`src/rtl/pending_encoder_8_3_if.sv`:
```
// Handshake bundle for the sequential 8:3 pending encoder:
// request load side plus the code valid/ready stream.
interface pending_encoder_8_3_if #(
  parameter int N_IN   = 8,
  parameter int CODE_W = 3
);
  logic [N_IN-1:0]   d_in;
  logic              load;
  logic              load_ready;
  logic [CODE_W-1:0] code_out;
  logic              code_valid;
  logic              code_ready;
  logic              done;
  logic [CODE_W:0]   count;

  modport master (
    output d_in,
    output load,
    output code_ready,
    input  load_ready,
    input  code_out,
    input  code_valid,
    input  done,
    input  count
  );

  modport slave (
    input  d_in,
    input  load,
    input  code_ready,
    output load_ready,
    output code_out,
    output code_valid,
    output done,
    output count
  );
endinterface

```
`src/rtl/pending_encoder_8_3.sv`:
```
// Sequential 8:3 priority encoder draining a multi-hot word as indices.
// Define PENC_ROUND_ROBIN_EN for rotating-pointer search order.
module pending_encoder_8_3 #(
  parameter int N_IN   = 8,
  parameter int CODE_W = 3
) (
  input  logic                  clk,
  input  logic                  rst_n,
  pending_encoder_8_3_if.slave  bus
);

  typedef enum logic {
    S_IDLE,
    S_DRAIN
  } state_t;

  state_t            r_state;
  state_t            w_state_nxt;
  logic [N_IN-1:0]   r_pending;
  logic [N_IN-1:0]   w_pend_nxt;
  logic [CODE_W:0]   r_count;
  logic [CODE_W:0]   w_count_nxt;
  logic [CODE_W-1:0] r_code;
  logic [CODE_W-1:0] w_code_nxt;
  logic              r_done;
  logic              w_done_nxt;
  logic              w_xfer;
  logic              w_last;
  logic [CODE_W-1:0] w_start_ld;
  logic [CODE_W-1:0] w_start_dr;

  // First set bit found searching downward from start, wrapping.
  function automatic logic [CODE_W-1:0] f_sel(
    input logic [N_IN-1:0]   v,
    input logic [CODE_W-1:0] start
  );
    logic [CODE_W-1:0] idx;
    logic              found;
    f_sel = '0;
    found = 1'b0;
    for (int k = 0; k < N_IN; k++) begin
      idx = start - CODE_W'(k);
      if (!found && v[idx]) begin
        f_sel = idx;
        found = 1'b1;
      end
    end
  endfunction

  function automatic logic [CODE_W:0] f_pop(
    input logic [N_IN-1:0] v
  );
    f_pop = '0;
    for (int i = 0; i < N_IN; i++) begin
      f_pop = f_pop + {{CODE_W{1'b0}}, v[i]};
    end
  endfunction

  assign w_xfer = (r_state == S_DRAIN)
                & bus.code_ready;
  assign w_last = (r_count == (CODE_W+1)'(1));

`ifdef PENC_ROUND_ROBIN_EN
  logic [CODE_W-1:0] r_ptr;
  logic [CODE_W-1:0] w_ptr_nxt;

  assign w_ptr_nxt  = w_xfer
                    ? r_code - CODE_W'(1)
                    : r_ptr;
  assign w_start_ld = r_ptr;
  assign w_start_dr = w_ptr_nxt;

  always_ff @(posedge clk or negedge rst_n) begin
    if (!rst_n) begin
      r_ptr <= '1;
    end else begin
      r_ptr <= w_ptr_nxt;
    end
  end
`else
  assign w_start_ld = '1;
  assign w_start_dr = '1;
`endif

  always_ff @(posedge clk or negedge rst_n) begin
    if (!rst_n) begin
      r_state <= S_IDLE;
    end else begin
      r_state <= w_state_nxt;
    end
  end

  always_comb begin
    w_state_nxt = r_state;
    unique case (r_state)
      S_IDLE: begin
        if (bus.load && (|bus.d_in)) begin
          w_state_nxt = S_DRAIN;
        end
      end
      S_DRAIN: begin
        if (w_xfer && w_last) begin
          w_state_nxt = S_IDLE;
        end
      end
      default: w_state_nxt = S_IDLE;
    endcase
  end

  always_comb begin
    w_pend_nxt  = r_pending;
    w_count_nxt = r_count;
    w_code_nxt  = r_code;
    w_done_nxt  = 1'b0;
    unique case (r_state)
      S_IDLE: begin
        if (bus.load) begin
          if (|bus.d_in) begin
            w_pend_nxt  = bus.d_in;
            w_count_nxt = f_pop(bus.d_in);
            w_code_nxt  = f_sel(bus.d_in,
                                w_start_ld);
          end else begin
            w_done_nxt  = 1'b1;
          end
        end
      end
      S_DRAIN: begin
        if (w_xfer) begin
          w_pend_nxt  = r_pending
                      & ~(N_IN'(1) << r_code);
          w_count_nxt = r_count
                      - (CODE_W+1)'(1);
          // Park code at 0 once the word is empty.
          w_code_nxt  = w_last
                      ? '0
                      : f_sel(w_pend_nxt,
                              w_start_dr);
          w_done_nxt  = w_last;
        end
      end
      default: begin
        w_pend_nxt  = '0;
        w_count_nxt = '0;
        w_code_nxt  = '0;
      end
    endcase
  end

  always_ff @(posedge clk or negedge rst_n) begin
    if (!rst_n) begin
      r_pending <= '0;
      r_count   <= '0;
      r_code    <= '0;
      r_done    <= 1'b0;
    end else begin
      r_pending <= w_pend_nxt;
      r_count   <= w_count_nxt;
      r_code    <= w_code_nxt;
      r_done    <= w_done_nxt;
    end
  end

  assign bus.load_ready = (r_state == S_IDLE);
  assign bus.code_valid = (r_state == S_DRAIN);
  assign bus.code_out   = r_code;
  assign bus.done       = r_done;
  assign bus.count      = r_count;

endmodule

```
`src/flat_wrapper.sv`:
```
// flat-port wrapper written by rule: the top's interface ports become plain ports
module pending_encoder_8_3_flat 
#(
  parameter int N_IN   = 8,
  parameter int CODE_W = 3
)
  (clk, rst_n, bus_d_in, bus_load, bus_code_ready, bus_load_ready, bus_code_out, bus_code_valid, bus_done, bus_count);
  pending_encoder_8_3_if #(.N_IN(N_IN), .CODE_W(CODE_W)) bus_i ();
  input  logic clk;
  input  logic rst_n;
  input wire logic [$bits(bus_i.d_in)-1:0] bus_d_in;
  input wire logic [$bits(bus_i.load)-1:0] bus_load;
  input wire logic [$bits(bus_i.code_ready)-1:0] bus_code_ready;
  output wire logic [$bits(bus_i.load_ready)-1:0] bus_load_ready;
  output wire logic [$bits(bus_i.code_out)-1:0] bus_code_out;
  output wire logic [$bits(bus_i.code_valid)-1:0] bus_code_valid;
  output wire logic [$bits(bus_i.done)-1:0] bus_done;
  output wire logic [$bits(bus_i.count)-1:0] bus_count;
  assign bus_i.d_in = bus_d_in;
  assign bus_i.load = bus_load;
  assign bus_i.code_ready = bus_code_ready;
  assign bus_load_ready = bus_i.load_ready;
  assign bus_code_out = bus_i.code_out;
  assign bus_code_valid = bus_i.code_valid;
  assign bus_done = bus_i.done;
  assign bus_count = bus_i.count;
  pending_encoder_8_3 #(.N_IN(N_IN), .CODE_W(CODE_W)) u_core (.clk(clk), .rst_n(rst_n), .bus(bus_i));
endmodule
```
`config.mk`:
```
export PLATFORM = sky130hd
export DESIGN_NAME = pending_encoder_8_3_flat
export DESIGN_NICKNAME = d
export VERILOG_FILES = /design/src/rtl/pending_encoder_8_3_if.sv /design/src/rtl/pending_encoder_8_3.sv /design/src/flat_wrapper.sv
export SDC_FILE = /design/constraint.sdc
export NUM_CORES = 1
export LEC_CHECK = 0
export BUFFER_PORTS_ARGS = -buffer_cell sky130_fd_sc_hd__buf_2
export CAP_MARGIN = 20
export CORE_MARGIN = 3
export CORE_UTILIZATION = 55
export CTS_BUF_LIST = sky130_fd_sc_hd__clkbuf_4 sky130_fd_sc_hd__clkbuf_8 sky130_fd_sc_hd__clkbuf_16
export CTS_CLUSTER_DIAMETER = 200
export DETAILED_ROUTE_END_ITERATION = 6
export PLACE_DENSITY = 0.78
export SLEW_MARGIN = 20
export SYNTH_ARGS = -nofsm -noshare
export SYNTH_HDL_FRONTEND = slang
export SYNTH_SLANG_ARGS = --single-unit
```
`constraint.sdc`:
```
create_clock -name clk -period 3.35 [get_ports clk]
set_clock_uncertainty 0.1 [all_clocks]
set_input_delay 0.1675 -clock clk [delete_from_list [all_inputs] [get_ports clk]]
set_output_delay 0.1675 -clock clk [all_outputs]
set_load 0.05 [all_outputs]
```
### Word-level counts from Yosys, hierarchy flattened

Index checks and enable logic that the tools add are counted.

| word-level totals | value |
|---|---|
| bits in registers | 17 |
| input port bits | 12 |
| output and inout port bits | 10 |
| word-level logic and storage cells | 139 |

| operators by class | value |
|---|---|
| $add $sub $neg | 8 |
| equal/unequal tests | 4 |
| shift operators | 1 |
| muxes and demuxes | 85 |
| bitwise gates (word level) | 4 |
| reduce and logical (&&, ||, !) cells | 32 |

Operators by type and width:

| kind | number |
|---|---|
| two-way mux 3 bit | 20 |
| two-way mux 1 bit | 54 |
| adder 4 x 1 -> 4 bit | 6 |
| two-way mux 8 bit | 3 |
| logical AND 1 bit | 16 |
| one-hot mux 8 bit (2 select lines) | 1 |
| logical NOT 1 bit | 14 |
| two-way mux 4 bit | 3 |
| bitwise AND 8 bit | 1 |
| NOT 8 bit | 1 |
| one-hot mux 4 bit (2 select lines) | 1 |
| OR reduction 8 bit | 1 |
| << shifter 1 x 3 -> 8 bit, first input constant | 1 |
| one-hot mux 3 bit (2 select lines) | 1 |
| == test 4 x 1 -> 1 bit, second input constant | 1 |
| != test 2 bit, second input constant | 2 |
| one-hot mux 1 bit (2 select lines) | 2 |
| subtractor 4 x 1 -> 4 bit, second input constant | 1 |
| AND reduction 3 bit | 1 |
| adder 1 x 1 -> 2 bit | 1 |
| != test 2 x 1 -> 1 bit, second input constant | 1 |
| bitwise AND 1 bit | 1 |
| NOT 1 bit | 1 |

### Logic depth before layout (Yosys ltp)

| logic depth | value |
|---|---|
| depth after elaboration | 46 |
| gate-level depth with buffers | 11 |
| gate-level depth less buffers | 11 |

### Least setup slack after synthesis

Ideal clock, no wire load.

| path | value |
|---|---|
| path type | input to register |
| start | input bus_d_in[0] |
| end | register u_core.r_count[2] (netlist: u_core.bus.count[2]) |
| setup time | 162 ps |
| data arrival time | 2,502 ps |
| required time | 3,088 ps |
| path slack | 586 ps |
| cell stages on the path | 10 |
| path buffers | 0 |
| cells stage by stage | inv_1 > ha_1 > inv_1 > fa_1 > fa_1 > fa_1 > fa_1 > xnor2_1 > a22oi_1 > o21ai_0 |

| on the way | value |
|---|---|
| cells in the longest elaborated chain, start to end | 10 |
| elaborated cells between the ends (all ways) | 13 |
| classes of those cells | add/sub (7); eq/ne (1); mux (3); reduce/logical (2) |

Ends and longest elaborated chain:

| element | line | RTL |
|---|---|---|
| from (decl) | flat_wrapper.sv:11 | `input wire logic [$bits(bus_i.d_in)-1:0] bus_d_in;` |
| adder 1 x 1 -> 2 bit | pending_encoder_8_3.sv:55 | `f_pop = f_pop + {{CODE_W{1'b0}}, v[i]};` |
| adder 4 x 1 -> 4 bit (6 in series) | pending_encoder_8_3.sv:55 |  |
| two-way mux 4 bit | pending_encoder_8_3.sv:118 | `if (\|bus.d_in) begin` |
| two-way mux 4 bit | pending_encoder_8_3.sv:117 | `if (bus.load) begin` |
| one-hot mux 4 bit (2 select lines) | pending_encoder_8_3.sv:115 | `unique case (r_state)` |
| to (signal assigned) | pending_encoder_8_3.sv:158 | `r_count <= w_count_nxt;` |
| to (decl) | pending_encoder_8_3.sv:21 | `logic [CODE_W:0] r_count;` |

Several ways; a longest one is shown, not always the timed one. The select of a mux whose other input is x is not followed.
A chain may end at the register's enable or synchronous reset.

### Worst setup path after layout

| path | value |
|---|---|
| start | input bus_d_in[1] |
| end | register u_core.r_count[2] (netlist: u_core.bus.count[2]) |

Same word-level chain as after synthesis.

==> Implementation_results.wiki <==
{| class="wikitable"
! Metric !! Value
|-
| Area inside the core boundary || around 2200 µm²
|-
| Maximum number of pins on one net before global-route repair || 18
|-
| Cell variety after synth || 43
|-
| Least-Margin Pin Slew || about 0.61 ns
|-
| Footprint of the multi-input gates || 767.0 µm²
|-
| Xor and xnor area share after synthesis || less than 1%
|-
| Worst path cell trace || buf_2 -> inv_1 -> ha_1 -> inv_1 -> fa_1 -> fa_1 -> fa_1 -> fa_1 -> xnor2_1 -> a22oi_1 -> o21ai_0
|-
| Num ports || 22
|-
| Fraction of the yosys area taken by sequential cells || 32.44%
|-
| Floorplan die height || roughly 55 µm
|-
| Most common cell after layout, fill and taps aside || sky130_fd_sc_hd__buf_2
|-
| Slew Limit Fails || 0
|-
| Compound-cell area share of the yosys netlist || between 20% and 30%
|-
| First-pass GRT wire length || 4623 µm
|-
| Type of the worst setup path || in -> reg
|-
| Combinational family with the most area after synthesis || compound AO/OA/AOI/OAI gates
|-
| Cell repeated most along the worst path || sky130_fd_sc_hd__fa_1
|-
| Latest clock arrival within the worst-skew pair || 0.30 ns
|-
| Antenna Violating Nets Remaining || 0
|-
| P&R area growth vs syn || 10.21%
|-
| Post-Syn Area || roughly 1300 µm²
|-
| Syn_nets || 169
|-
| Via-per-instance ratio || 6.031
|-
| Final Routed Wirelength || roughly 2900 µm
|-
| Number of vias after detailed routing || 1182
|-
| Proportion of register bits with asynchronous set or reset after synthesis || between 90% and 100%
|-
| Die area || about 3000 µm²
|-
| Cell Pwr Density || slightly below 1000 nW/µm²
|-
| Number of inserted diodes || 0
|-
| Time the final worst path needs with I/O delays and setup || 2.654 ns
|-
| Data arrival time of the critical path || ~2.7 ns
|-
| H-Tree Level Count || 1
|-
| Library cell used as clock root buffer || sky130_fd_sc_hd__clkbuf_4
|-
| Place WS || roughly 0.36 ns
|-
| Overall track demand over capacity in global routing || a little over a fifth
|-
| Maximum VDD drop || about 0.00060 V
|-
| Number of design-rule violations left by the first detailed-router iteration || 20
|-
| Final worst slack || slightly below 0.7 ns
|-
| Status || finished, final reports clean
|-
| RSZ-0062 raised after global routing || no
|-
| Number of sinks handled by clock tree synthesis || 17
|-
| Sum of buffers and inverters on the critical path || 3
|-
| Number of buffers inserted during clock tree synthesis || 3
|-
| Simple logic cell fraction of the synthesized area || ~16%
|-
| Setup crit end kind || flop
|-
| Most used cells in the layout excluding fill and tap cells || sky130_fd_sc_hd__buf_2, sky130_fd_sc_hd__o21ai_0, sky130_fd_sc_hd__inv_1
|-
| DRT Pass-1 Iters || 4
|-
| WL per Instance || about 15 µm
|-
| Residual DRC || 0
|-
| # setup viols final || 0
|-
| Max Buffers Root-to-Sink || 2
|-
| Total leakage power || 0.0006842 µW
|-
| Number of rows created at floorplan || 17
|-
| Number of flip-flops and latches in the synthesized netlist || 17
|-
| Type of element launching the critical path || input port
|-
| Final hold violations || 0
|-
| Effective utilization at floorplan || between 50 and 60%
|-
| Family with the most delay on the worst path || adder cells
|-
| Ratio of cells with drive above 1 in the final layout || roughly a fifth
|-
| Synth Area per Inst || just under 9 µm²
|-
| Post-route setup TNS || 0 ns
|-
| Final critical-path share of the clock period || 79.23%
|-
| Horizontal die dimension || around 55 µm
|-
| Routability-driven placement congestion ratio || roughly 0.83
|-
| Number of enable flip-flop cells after synthesis || 0
|-
| Instance count of the mapped netlist || ~150
|-
| Warnings from Yosys || 0
|-
| Remaining global-route overflow || 0
|-
| Layout net count || between 150 and 200
|-
| Slowest cell on the critical path || sky130_fd_sc_hd__fa_1
|-
| Number of gates resized after CTS || 0
|-
| HP Class || in -> reg
|-
| Clk slew on worst S/H paths || approximately 0.1 ns
|-
| Half-perimeter wire length after placement || approximately 2300 µm
|-
| Filler Cells Inserted || slightly above 200
|-
| Adder-Cell Fraction of Synth Area || between 10% and 20%
|-
| Max-cap violations || 0
|-
| Post-synthesis mux area share || roughly 4.7%
|-
| Post-synth top flop || sky130_fd_sc_hd__dfrtp_1
|-
| Highest achievable clock rate || 0.3768 GHz
|-
| Headroom to the max-slew limit || 59.41%
|-
| Number of global-route vias before repair || ~1000
|-
| Crit Path Max Fanout || 4
|-
| Storage cell area || 425.4 µm²
|-
| CTS tree || built
|-
| IO Port Bufs || 21
|-
| Largest stage delay on the critical path || ~0.5 ns
|-
| Number of antenna violations at the first check in global routing || 0
|-
| Worst endpoint required time || 3.43 ns
|}
==> cells in the mapped netlist, types with 2 or more instances <==
master	number	area (µm²)
sky130_fd_sc_hd__a21o_1	2	15.01
sky130_fd_sc_hd__ha_1	6	75.07
sky130_fd_sc_hd__clkbuf_8	2	27.53
sky130_fd_sc_hd__inv_1	18	67.56
sky130_fd_sc_hd__nand2b_1	2	12.51
sky130_fd_sc_hd__nor2_1	9	33.78
sky130_fd_sc_hd__nor3_1	2	10.01
sky130_fd_sc_hd__o21ai_0	19	95.09
sky130_fd_sc_hd__nand3b_1	3	22.52
sky130_fd_sc_hd__a31oi_1	5	31.28
sky130_fd_sc_hd__nand3_1	3	15.01
sky130_fd_sc_hd__o22ai_1	3	18.77
sky130_fd_sc_hd__clkbuf_1	2	7.510
sky130_fd_sc_hd__a21oi_1	10	50.05
sky130_fd_sc_hd__mux2i_1	5	50.05
sky130_fd_sc_hd__nor2b_1	5	31.28
sky130_fd_sc_hd__nand2_1	5	18.77
sky130_fd_sc_hd__o211ai_1	2	15.01
sky130_fd_sc_hd__fa_1	4	80.08
sky130_fd_sc_hd__dfrtp_1	17	425.4
==> power by group <==
group	internal [µW]	switching, µW	total, µW	leakage (µW)
Combinational	316	511	827	0.000459
Clock	44.6	69.9	115	0.0000177
Sequential	297	151	448	0.000207
Total	657	732	1390	0.000684
==> metal layers <==
layer  GRT usage (%)  wire length, µm
met1           29.39             1331
met5               0                0
met2           35.43             1317
met3           2.452              195
met4           8.714               54
==> flip-flops by register name, summed over array words and instances, names as in the netlist <==
signal / cells
u_core.bus.count: 4
u_core.r_pending: 8
u_core.bus.code_out: 3
u_core.bus.done: 1
u_core.bus.code_valid: 1
==> metrics by stage <==
stage               cell area, µm²  utilization [%]  std cells  hold slack [ns]  total power (µW)
floorplan                     1311                -        147          -0.2281              1113
global placement              1408            63.03        191         0.009041              1245
detailed placement            1408            63.03        191          0.01312              1271
CTS                           1445            64.71        196         0.008686              1390
global route                  1445            64.71        196          0.01440              1507
finish                        1445            64.71        196          0.02161              1389
==> path summary, 6_finish.rpt <==
check,from,end,slack (ns),cells after the start
max reg2reg,u_core.bus.code_out[0],u_core.bus.code_out[0],1.11,5
min,bus_d_in[0],u_core.r_pending[0],0.02,2
max,bus_d_in[1],u_core.bus.count[2],0.70,11
min in group asynchronous,rst_n,u_core.bus.code_out[2],0.20,2
max in group asynchronous,rst_n,u_core.r_pending[7],2.67,2
min reg2reg,u_core.r_pending[1],u_core.r_pending[1],0.44,2
==> logic make-up (layout without fill, tap and decap cells) <==
| logic type | after synthesis | after routing |
|---|---|---|
| adder cells (fa/ha/maj) | 10 | 10 |
| multiplexers | 6 | 6 |
| AND/OR/NAND/NOR | 36 | 36 |
| flip-flops | 17 | 17 |
| buffers and inverters | 24 | 45 |
| AO/OA/AOI/OAI | 53 | 53 |
| XOR/XNOR | 1 | 1 |
==> timing repair <==
| action | in CTS | in global routing |
|---|---|---|
| hold buffers | 1 | 0 |
| setup buffers | 0 | 0 |
| hold endpoints to repair | 17 | 0 |
==> worst register-to-register path, delay by kind of cell (launching register included) <==
family / cells / cell delay [ns]
DFF: 1 / 0.62
and+or+nand+nor: 1 / 0.41
muxes: 1 / 0.40
AOI/OAI and AO/OA: 3 / 0.64
==> final cells by class <==
cell class | count | area share (%)
inverters | 18 | 4.675
multi-input cells | 106 | 53.07
repair buffers | 23 | 8.485
well taps | 28 | 2.424
clock inverters | 1 | 0.3463
flip-flops and latches | 17 | 29.44
clock buffers | 3 | 1.558
No activity file was read; power rests on OpenSTA's default activity.
